### src/rtl/matmul_stream_engine.sv
// -----------------------------------------------------------------------------
// matmul_stream_engine
//
// Streaming signed matrix multiplier that acts as a bus master on a shared
// single-port RAM. The host places a config word, the operands and a start
// request in RAM. The engine then computes C = A * B one element at a time.
// Each element is accumulated in a single signed MAC, and the engine writes C
// and a final status word back to RAM. No matrix is stored on chip.
//
// RAM map: addr0 config {M[31:22], K[21:12], N[11:2]}.
//          addr1 status {start[31], aborted[3], error[2], done[1], busy[0]}.
//          A is row-major from addr 2, B is row-major from 2+M*K,
//          and C is row-major from RES_BASE.
//
// Ports:
//   clk        rising-edge clock
//   rst        synchronous active-high reset
//   ram_rdata  RAM read data (reflects ram_addr registered one edge earlier)
//   abort      level; stops the current job, which ends with status 0xE
//   ram_addr   registered RAM address
//   ram_wdata  registered RAM write data
//   ram_we     registered RAM write enable
//   busy       high from job accept to the final status write
//   done_pulse one-cycle pulse during the final status write
//
// Build option: define MATMUL_SATURATE_EN to saturate each C element to the
// signed DW range. Without it, each element is the low DW bits of the
// accumulator (wrap-around).
// -----------------------------------------------------------------------------
module matmul_stream_engine #(
  parameter int DW       = 32,
  parameter int AW       = 12,
  parameter int DIM_W    = 10,
  parameter int RES_BASE = 3072,
  parameter int ACC_W    = 2*DW + DIM_W
) (
  input  logic          clk,
  input  logic          rst,
  input  logic [DW-1:0] ram_rdata,
  input  logic          abort,
  output logic [AW-1:0] ram_addr,
  output logic [DW-1:0] ram_wdata,
  output logic          ram_we,
  output logic          busy,
  output logic          done_pulse
);

  // Wide enough for 2+M*K+K*N and for RES_BASE+M*N compared against 2^AW.
  localparam int CW = ((2*DIM_W > AW) ? 2*DIM_W : AW) + 2;

  typedef enum logic [2:0] {IDLE, CONF, CHECK, FETCH, WRITE, STAT} state_t;

  state_t                   state;
  logic [DIM_W-1:0]         m_dim, k_dim, n_dim;
  logic [DIM_W-1:0]         i_idx, j_idx, k_idx;
  logic [AW-1:0]            a_row, a_ptr, b_base, b_col, b_ptr, c_ptr;
  logic signed [DW-1:0]     a_reg, b_reg;
  logic signed [ACC_W-1:0]  acc;
  logic                     ph, issuing, mac_pend, cfg_bad;

  // Config decode and range check are done on the config word while it is on
  // ram_rdata. CHECK can then act on the result at once, and its busy-status
  // write is issued only for a valid job.
  logic [DIM_W-1:0] cfg_m, cfg_k, cfg_n;
  logic [CW-1:0]    cfg_mk, cfg_kn, cfg_mn;
  logic             cfg_err;

  assign cfg_m = ram_rdata[31 -: DIM_W];
  assign cfg_k = ram_rdata[21 -: DIM_W];
  assign cfg_n = ram_rdata[11 -: DIM_W];

  always_comb begin
    cfg_mk  = CW'(cfg_m) * CW'(cfg_k);
    cfg_kn  = CW'(cfg_k) * CW'(cfg_n);
    cfg_mn  = CW'(cfg_m) * CW'(cfg_n);
    cfg_err = (cfg_m == '0) || (cfg_k == '0) || (cfg_n == '0) ||
              (CW'(2) + cfg_mk + cfg_kn > CW'(RES_BASE)) ||
              (CW'(RES_BASE) + cfg_mn > (CW'(1) << AW));
  end

  // Full-precision signed product. The accumulator is wide enough that K
  // terms can never overflow it.
  logic signed [2*DW-1:0]  prod;
  logic signed [ACC_W-1:0] prod_ext;
  logic [DW-1:0]           res_word;

  assign prod     = a_reg * b_reg;
  assign prod_ext = ACC_W'(prod);

  // Reduce the accumulator to one RAM word. The value fits exactly when all
  // bits from the sign bit down to bit DW-1 agree.
`ifdef MATMUL_SATURATE_EN
  always_comb begin
    res_word = acc[DW-1:0];
    if (!((&acc[ACC_W-1:DW-1]) || !(|acc[ACC_W-1:DW-1])))
      res_word = acc[ACC_W-1] ? {1'b1, {(DW-1){1'b0}}} : {1'b0, {(DW-1){1'b1}}};
  end
`else
  always_comb begin
    res_word = acc[DW-1:0];
  end
`endif

  // Main controller: one state register plus all datapath registers.
  // Each term takes two read slots (A then B), and the product is accumulated
  // one cycle after B is captured. Terms overlap with the next A fetch, so K
  // terms plus drain take 2K+2 cycles before WRITE.
  always_ff @(posedge clk) begin
    if (rst) begin
      state      <= IDLE;
      ram_addr   <= AW'(1);
      ram_wdata  <= '0;
      ram_we     <= 1'b0;
      busy       <= 1'b0;
      done_pulse <= 1'b0;
      acc        <= '0;
      m_dim <= '0;  k_dim <= '0;  n_dim <= '0;
      i_idx <= '0;  j_idx <= '0;  k_idx <= '0;
      a_row <= '0;  a_ptr <= '0;  b_base <= '0;
      b_col <= '0;  b_ptr <= '0;  c_ptr <= '0;
      a_reg <= '0;  b_reg <= '0;
      ph <= 1'b0;  issuing <= 1'b0;  mac_pend <= 1'b0;  cfg_bad <= 1'b0;
    end else begin
      case (state)
        IDLE: begin
          if (ram_rdata[31]) begin
            state    <= CONF;
            busy     <= 1'b1;
            ram_addr <= '0;
          end
        end
        CONF: begin
          m_dim     <= cfg_m;
          k_dim     <= cfg_k;
          n_dim     <= cfg_n;
          b_base    <= AW'(CW'(2) + cfg_mk);
          cfg_bad   <= cfg_err;
          ram_addr  <= AW'(1);
          ram_wdata <= DW'(1);
          ram_we    <= !cfg_err;
          state     <= CHECK;
        end
        CHECK: begin
          if (cfg_bad) begin
            state      <= STAT;
            ram_addr   <= AW'(1);
            ram_wdata  <= DW'(6);
            ram_we     <= 1'b1;
            done_pulse <= 1'b1;
          end else begin
            state    <= FETCH;
            ram_we   <= 1'b0;
            ram_addr <= AW'(2);
            a_row    <= AW'(2);
            a_ptr    <= AW'(2);
            b_col    <= b_base;
            b_ptr    <= b_base;
            c_ptr    <= AW'(RES_BASE);
            i_idx <= '0;  j_idx <= '0;  k_idx <= '0;
            acc <= '0;  ph <= 1'b0;  issuing <= 1'b1;  mac_pend <= 1'b0;
          end
        end
        FETCH: begin
          if (mac_pend) begin
            acc      <= acc + prod_ext;
            mac_pend <= 1'b0;
          end
          if (issuing) begin
            if (!ph) begin
              a_reg    <= ram_rdata;
              ram_addr <= b_ptr;
              ph       <= 1'b1;
            end else begin
              b_reg    <= ram_rdata;
              mac_pend <= 1'b1;
              ph       <= 1'b0;
              if (j_idx == k_dim - 1'b1) begin
                issuing <= 1'b0;
              end else begin
                j_idx    <= j_idx + 1'b1;
                a_ptr    <= a_ptr + 1'b1;
                ram_addr <= a_ptr + 1'b1;
                b_ptr    <= b_ptr + AW'(n_dim);
              end
            end
          end else if (!mac_pend) begin
            state     <= WRITE;
            ram_we    <= 1'b1;
            ram_addr  <= c_ptr;
            ram_wdata <= res_word;
          end
        end
        WRITE: begin
          acc    <= '0;
          ram_we <= 1'b0;
          if ((k_idx == n_dim - 1'b1) && (i_idx == m_dim - 1'b1)) begin
            state      <= STAT;
            ram_addr   <= AW'(1);
            ram_wdata  <= DW'(2);
            ram_we     <= 1'b1;
            done_pulse <= 1'b1;
          end else begin
            state   <= FETCH;
            c_ptr   <= c_ptr + 1'b1;
            j_idx   <= '0;
            ph      <= 1'b0;
            issuing <= 1'b1;
            if (k_idx == n_dim - 1'b1) begin
              k_idx    <= '0;
              i_idx    <= i_idx + 1'b1;
              a_row    <= a_row + AW'(k_dim);
              a_ptr    <= a_row + AW'(k_dim);
              ram_addr <= a_row + AW'(k_dim);
              b_col    <= b_base;
              b_ptr    <= b_base;
            end else begin
              k_idx    <= k_idx + 1'b1;
              a_ptr    <= a_row;
              ram_addr <= a_row;
              b_col    <= b_col + 1'b1;
              b_ptr    <= b_col + 1'b1;
            end
          end
        end
        STAT: begin
          state      <= IDLE;
          ram_we     <= 1'b0;
          ram_addr   <= AW'(1);
          done_pulse <= 1'b0;
          busy       <= 1'b0;
          acc        <= '0;
        end
        default: state <= IDLE;
      endcase

      // Abort wins over every normal transition. A WRITE already on the bus
      // this cycle still lands at this edge, and STAT follows with 0xE.
      if (abort && (state == CONF || state == CHECK || state == FETCH || state == WRITE)) begin
        state      <= STAT;
        ram_addr   <= AW'(1);
        ram_wdata  <= DW'(14);
        ram_we     <= 1'b1;
        done_pulse <= 1'b1;
      end
    end
  end

endmodule

### config.mk
export PLATFORM = sky130hd
export DESIGN_NAME = matmul_stream_engine
export DESIGN_NICKNAME = d
export VERILOG_FILES = /design/src/rtl/matmul_stream_engine.sv
export SDC_FILE = /design/constraint.sdc
export NUM_CORES = 2
export LEC_CHECK = 0
export BUFFER_PORTS_ARGS = -buffer_cell sky130_fd_sc_hd__buf_2
export CAP_MARGIN = 0
export CORE_MARGIN = 4
export CORE_UTILIZATION = 47
export DETAILED_ROUTE_END_ITERATION = 8
export GPL_ROUTABILITY_DRIVEN = 0
export PLACE_DENSITY = 0.59
export SLEW_MARGIN = 10
export SYNTH_ARGS = -nofsm -noshare
export SYNTH_HDL_FRONTEND = slang
export SYNTH_SLANG_ARGS = --single-unit
### constraint.sdc
create_clock -name clk -period 20.3 [get_ports clk]
set_input_delay 4.06 -clock clk [delete_from_list [all_inputs] [get_ports clk]]
set_output_delay 4.06 -clock clk [all_outputs]
set_load 0.005 [all_outputs]
## Word level (Yosys, flattened, before mapping)

Index checks and enable logic that the tools add are counted.
Widths: inputs -> output; s select.

| storage, ports and cells | value |
|---|---|
| register bits | 324 |
| input bits | 35 |
| output and inout port bits | 47 |
| word-level logic and storage cells | 200 |

| cells by class | value |
|---|---|
| $add $sub $neg | 15 |
| multiply operators | 4 |
| $lt $le $gt $ge | 2 |
| equal/unequal tests | 27 |
| muxes and demuxes | 80 |
| bitwise gates (word level) | 1 |
| reduce and logical (&&, ||, !) cells | 44 |

Operators with widths:

| operator | count |
|---|---|
| $mux 12 | 19 |
| $pmux 74 s3 | 1 |
| $mux 74 | 2 |
| $mux 32 | 4 |
| $pmux 32 s4 | 1 |
| $mux 10 | 9 |
| $add 74x64->74 | 1 |
| $pmux 12 s2 | 3 |
| $pmux 12 s3 | 2 |
| $mul 32x32->64 | 1 |
| $mul 10x10->20 | 3 |
| $pmux 12 s5 | 1 |
| $pmux 10 s2 | 2 |
| $add 12x1->12 const B | 3 |
| $add 10x1->10 const B | 3 |
| $eq 10x10->1 | 3 |
| $logic_not 10->1 | 3 |
| $pmux 10 s3 | 1 |
| $sub 10x1->10 const B | 3 |
| $reduce_and 3->1 | 9 |
| $add 12x10->12 | 2 |
| $ne 2x2->1 const B | 12 |
| $add 22x20->22 | 1 |
| $gt 22x12->1 const B | 1 |
| 32 further kinds | 83 |

## Logic depth before layout (Yosys ltp)

| depth | value |
|---|---|
| depth after elaboration | 9 |
| depth in mapped cells | 36 |
| gate-level depth less buffers | 35 |

## Worst setup path before layout

OpenSTA, ideal clock, no wires.

| timing | value |
|---|---|
| kind | in2reg |
| from | input port ram_rdata[29] |
| to | register ram_we |
| library setup time | 0.122 ns |
| arrival time | 11.682 ns |
| required time | 20.178 ns |
| slack | 8.496 ns |
| stages | 31 |
| cell sequence | clkbuf_1 > nand2_1 > fa_1 > inv_1 > fa_1 > inv_1 > fa_1 > inv_1 > fa_1 > inv_1 > fa_1 > inv_1 > ha_1 > or2_2 > o31a_1 > nand2_1 > xnor2_1 > fa_1 > inv_1 > fa_1 > fa_1 > inv_1 > ha_1 > or3_1 > o31a_1 > a31oi_1 > nor2_1 > a22o_1 > o2111ai_1 > and4bb_2 > a311o_1 |

| between the ends | value |
|---|---|
| cells in the longest elaborated chain, start to end | 9 |
| elaborated cells on any way between the ends | 15 |
| classes of those cells | add/sub: 3; mul: 2; order compare: 2; mux: 2; reduce/logical: 6 |

RTL lines:

| item | line | source |
|---|---|---|
| start, declared | 39 | `input logic [DW-1:0] ram_rdata,` |
| $mul 10x10->20 | 73 | `cfg_mk = CW'(cfg_m) * CW'(cfg_k);` |
| $add 2x20->21 | - |  |
| $add 22x20->22 | 77 | `(CW'(2) + cfg_mk + cfg_kn > CW'(RES_BASE)) \|\|` |
| $gt 22x12->1 | 77 |  |
| $logic_or 1x1->1 | 76 | `cfg_err = (cfg_m == '0) \|\| (cfg_k == '0) \|\| (cfg_n == '0) \|\|` |
| $logic_or 1x1->1 * | 77 |  |
| $logic_not 1->1 * | 140 | `ram_we <= !cfg_err;` |
| $pmux 1 s5 * | 124 | `case (state)` |
| $mux 1 * | 238 | `if (abort && (state == CONF \|\| state == CHECK \|\| state == FETCH \|\| state == WRITE)) begin` |
| end signal, assigned | 140 |  |
| end, declared | 43 | `output logic ram_we,` |

Every way passes the cells marked *; elsewhere a longest branch is shown, timed or not.
A chain may end at the register's enable or synchronous reset.

## Final worst setup path

Ends and elaborated chain as after synthesis.

==> impl_metrics.ini <==
[outcome]
status = finished clean

[timing]
timing.final.crit_share = 0.596
max_freq_ghz = 0.0826
tightest_slew_ps = 1120
hold_viol_final = 0
finalSetupViolCount = 0
relSlewSlack = 0.252
rsz0062_at_grt = no
setup_tns_ps = 0
period_needed_ps = 12110
final-max-slew-violation-count = 0
finalClockSkew_ps = 30.5

[pwr]
vdd_drop_max_mv = 0.270
p_leak_nw = 21.0
powerDensity_nw_per_um2 = 94.7

[clocking]
clkLatencyLatePin_ps = 590
cts_made_buffers = 36
clock-sinks = 282
post_cts_buffers = 0
cts_tree = yes
cts_root_buf = clkbuf_16
clkTransAtPathRegs_ps = 60
cts_resized = 0
hold_buffers = 0
h-tree-depth = 2
cts_buffer_depth = 3

[layout]
final_area_um2 = 43700
finalNetCount = 5927
drive_gt1_frac = 0.0502
area_growth_pct = 5.96
fill_cells = 8523
seq_area_um2 = 5650
num_antenna_cells = 0
multi_input_area_um2 = 31200

[floorplan]
row_count = 108
die_y_um = 304
io-pin-count = 82
dieWidth_um = 304
initial_core_util = 0.474
coreArea_um2 = 86900
dieArea_um2 = 92500

[logic_synthesis]
netlist_instances = 4986
yosysMostFrequentCell = nand2_1
ys_warn_count = 0
yosys_register_bits = 282
syn_area_per_cell_um2 = 8.27
synthAdderAreaFrac = 0.426
synth_top_family_by_area = adder cells
synthArstFlopShare = 0
synth_mux_area_frac = 0.00364
synthSimpleGateAreaFrac = 0.183
ys.flop_type = dfxtp_1
synth_xor_xnor_area_share = 0.0484
synth_compound_area_frac = 0.0955
synth_top_area_share = 0.316
yosys-top-cells-count = nand2_1 (971), inv_1 (861), fa_1 (650)
seq_area_frac_synth = 0.137
synth_top_area_cell = fa_1
synthTopCellsByArea = fa_1 (32%), dfxtp_1 (14%), ha_1 (11%)
ys_types = 88
syn-num-nets = 6033
synth_area_um2 = 41200
synth_edf_count = 0

[grt]
antenna_found_initial = 3
gr-total-overflow = 0
grt_pass1_vias = 33500
grtUsageTotal = 0.258
grt_max_degree = 75
grt_pass1_wl_um = 190000

[critical_path]
critical_path.max_stage_delay_ps = 580
regToRegSetupSlack_ps = 11670
cp-end-kind = flop
critPathArrivalTime_ps = 12630
path_class = primary input to flop
slowest_stage = a2111oi_0
critPathLaunchType = primary input
cp_max_fo = 24
worst_ep_required_time_ps = 20820

[worst_hold_path]
hold_class = flop to flop

[routing]
drt_wl_total_um = 118000
vias = 32800
wl_per_cell_um = 19.5
detail_route.vias_per_cell = 5.41
ant_nets = 0
dr.first_iter.drc_count = 1890
first_pass_iters = 8
drc = 0

[placed_design]
place_area_um2 = 42400
port_buffers = 81
dp_hpwl_um = 88800

[run]
maxCapViolCount = 0
## path summary, 6_finish.rpt
kind / endpoint / from / depth (start not counted)
setup / recovery: ram_we$_SDFFE_PP0P_ / ram_rdata[29] / 35
hold / removal: ram_wdata[5]$_SDFFE_PP0P_ / ram_wdata[5]$_SDFFE_PP0P_ / 2
setup reg to reg: acc[31]$_SDFFE_PP0P_ / a_reg[6]$_SDFFE_PP0P_ / 26
hold reg to reg: ram_wdata[5]$_SDFFE_PP0P_ / ram_wdata[5]$_SDFFE_PP0P_ / 2
## stage by stage
stage,hold slack [ps],total power [mW],worst slack [ps],util,cells
detailed placement,442,3.43,7640,0.488,5997
global placement,436,3.39,7680,0.488,5997
floorplan,437,2.84,8500,-,4986
finish,448,4.14,8190,0.503,6060
CTS,449,4.16,8180,0.503,6060
global route,470,4.57,7510,0.503,6060
## cells in the final DEF (no fill, tap or decap), types with 20 or more instances in the layout
cell type / netlist / routed
nand2b_1: 23 / 23
a31oi_1: 21 / 21
clkbuf_16: 0 / 36
o21ai_0: 65 / 65
nand3_1: 68 / 68
a21oi_1: 260 / 259
and3_1: 31 / 31
nor2b_1: 28 / 28
nand2_1: 971 / 970
buf_2: 15 / 80
o21a_1: 20 / 20
dfxtp_1: 282 / 281
xnor2_1: 139 / 139
nand4_1: 20 / 20
nor3_1: 46 / 44
ha_1: 362 / 362
a21o_1: 24 / 24
fa_1: 650 / 650
buf_4: 5 / 60
xor2_1: 86 / 86
nor2_1: 228 / 226
a211oi_1: 34 / 34
and2_1: 209 / 209
inv_1: 861 / 861
a22oi_1: 39 / 39
## logic make-up (layout without fill, tap and decap cells)
kind of cell,count (synthesis),count (layout)
AND/OR/NAND/NOR,1694,1694
multiplexers,15,15
AO/OA/AOI/OAI,611,611
XOR/XNOR,226,226
flip-flops,282,282
buffers and inverters,1146,1065
adder cells (fa/ha/maj),1012,1012
## layout make-up
cell class | instances | area share
multi-input cells | 3558 | 0.715
inverters | 861 | 0.0740
clock inverters | 14 | 0.00507
repair buffers | 141 | 0.0197
clock buffers | 49 | 0.0240
flip-flops and latches | 282 | 0.129
well taps | 1155 | 0.0331
## layer usage
metal,part of all wire,track usage,vias to the layer above
li1,-,-,15300
met1,0.44,0.351,16400
met2,0.47,0.431,950
met3,0.058,0.0336,209
met4,0.033,0.0776,4
met5,0.00019,0,-
## worst max-delay path: cells and delay by family
family	cells	cell delay (ps)
xor+xnor	1	150
buf+inv	7	740
compound gates	11	2480
fa+ha+maj	9	4000
simple gates	7	1200
## where the power goes
part	internal, mW	leakage [nW]	switching, mW
Sequential	0.583	2.28	0.0474
Combinational	1.21	18.1	1.59
Clock	0.417	0.619	0.283
Total	2.22	21.0	1.92
Power figures use the tool's default switching activity.
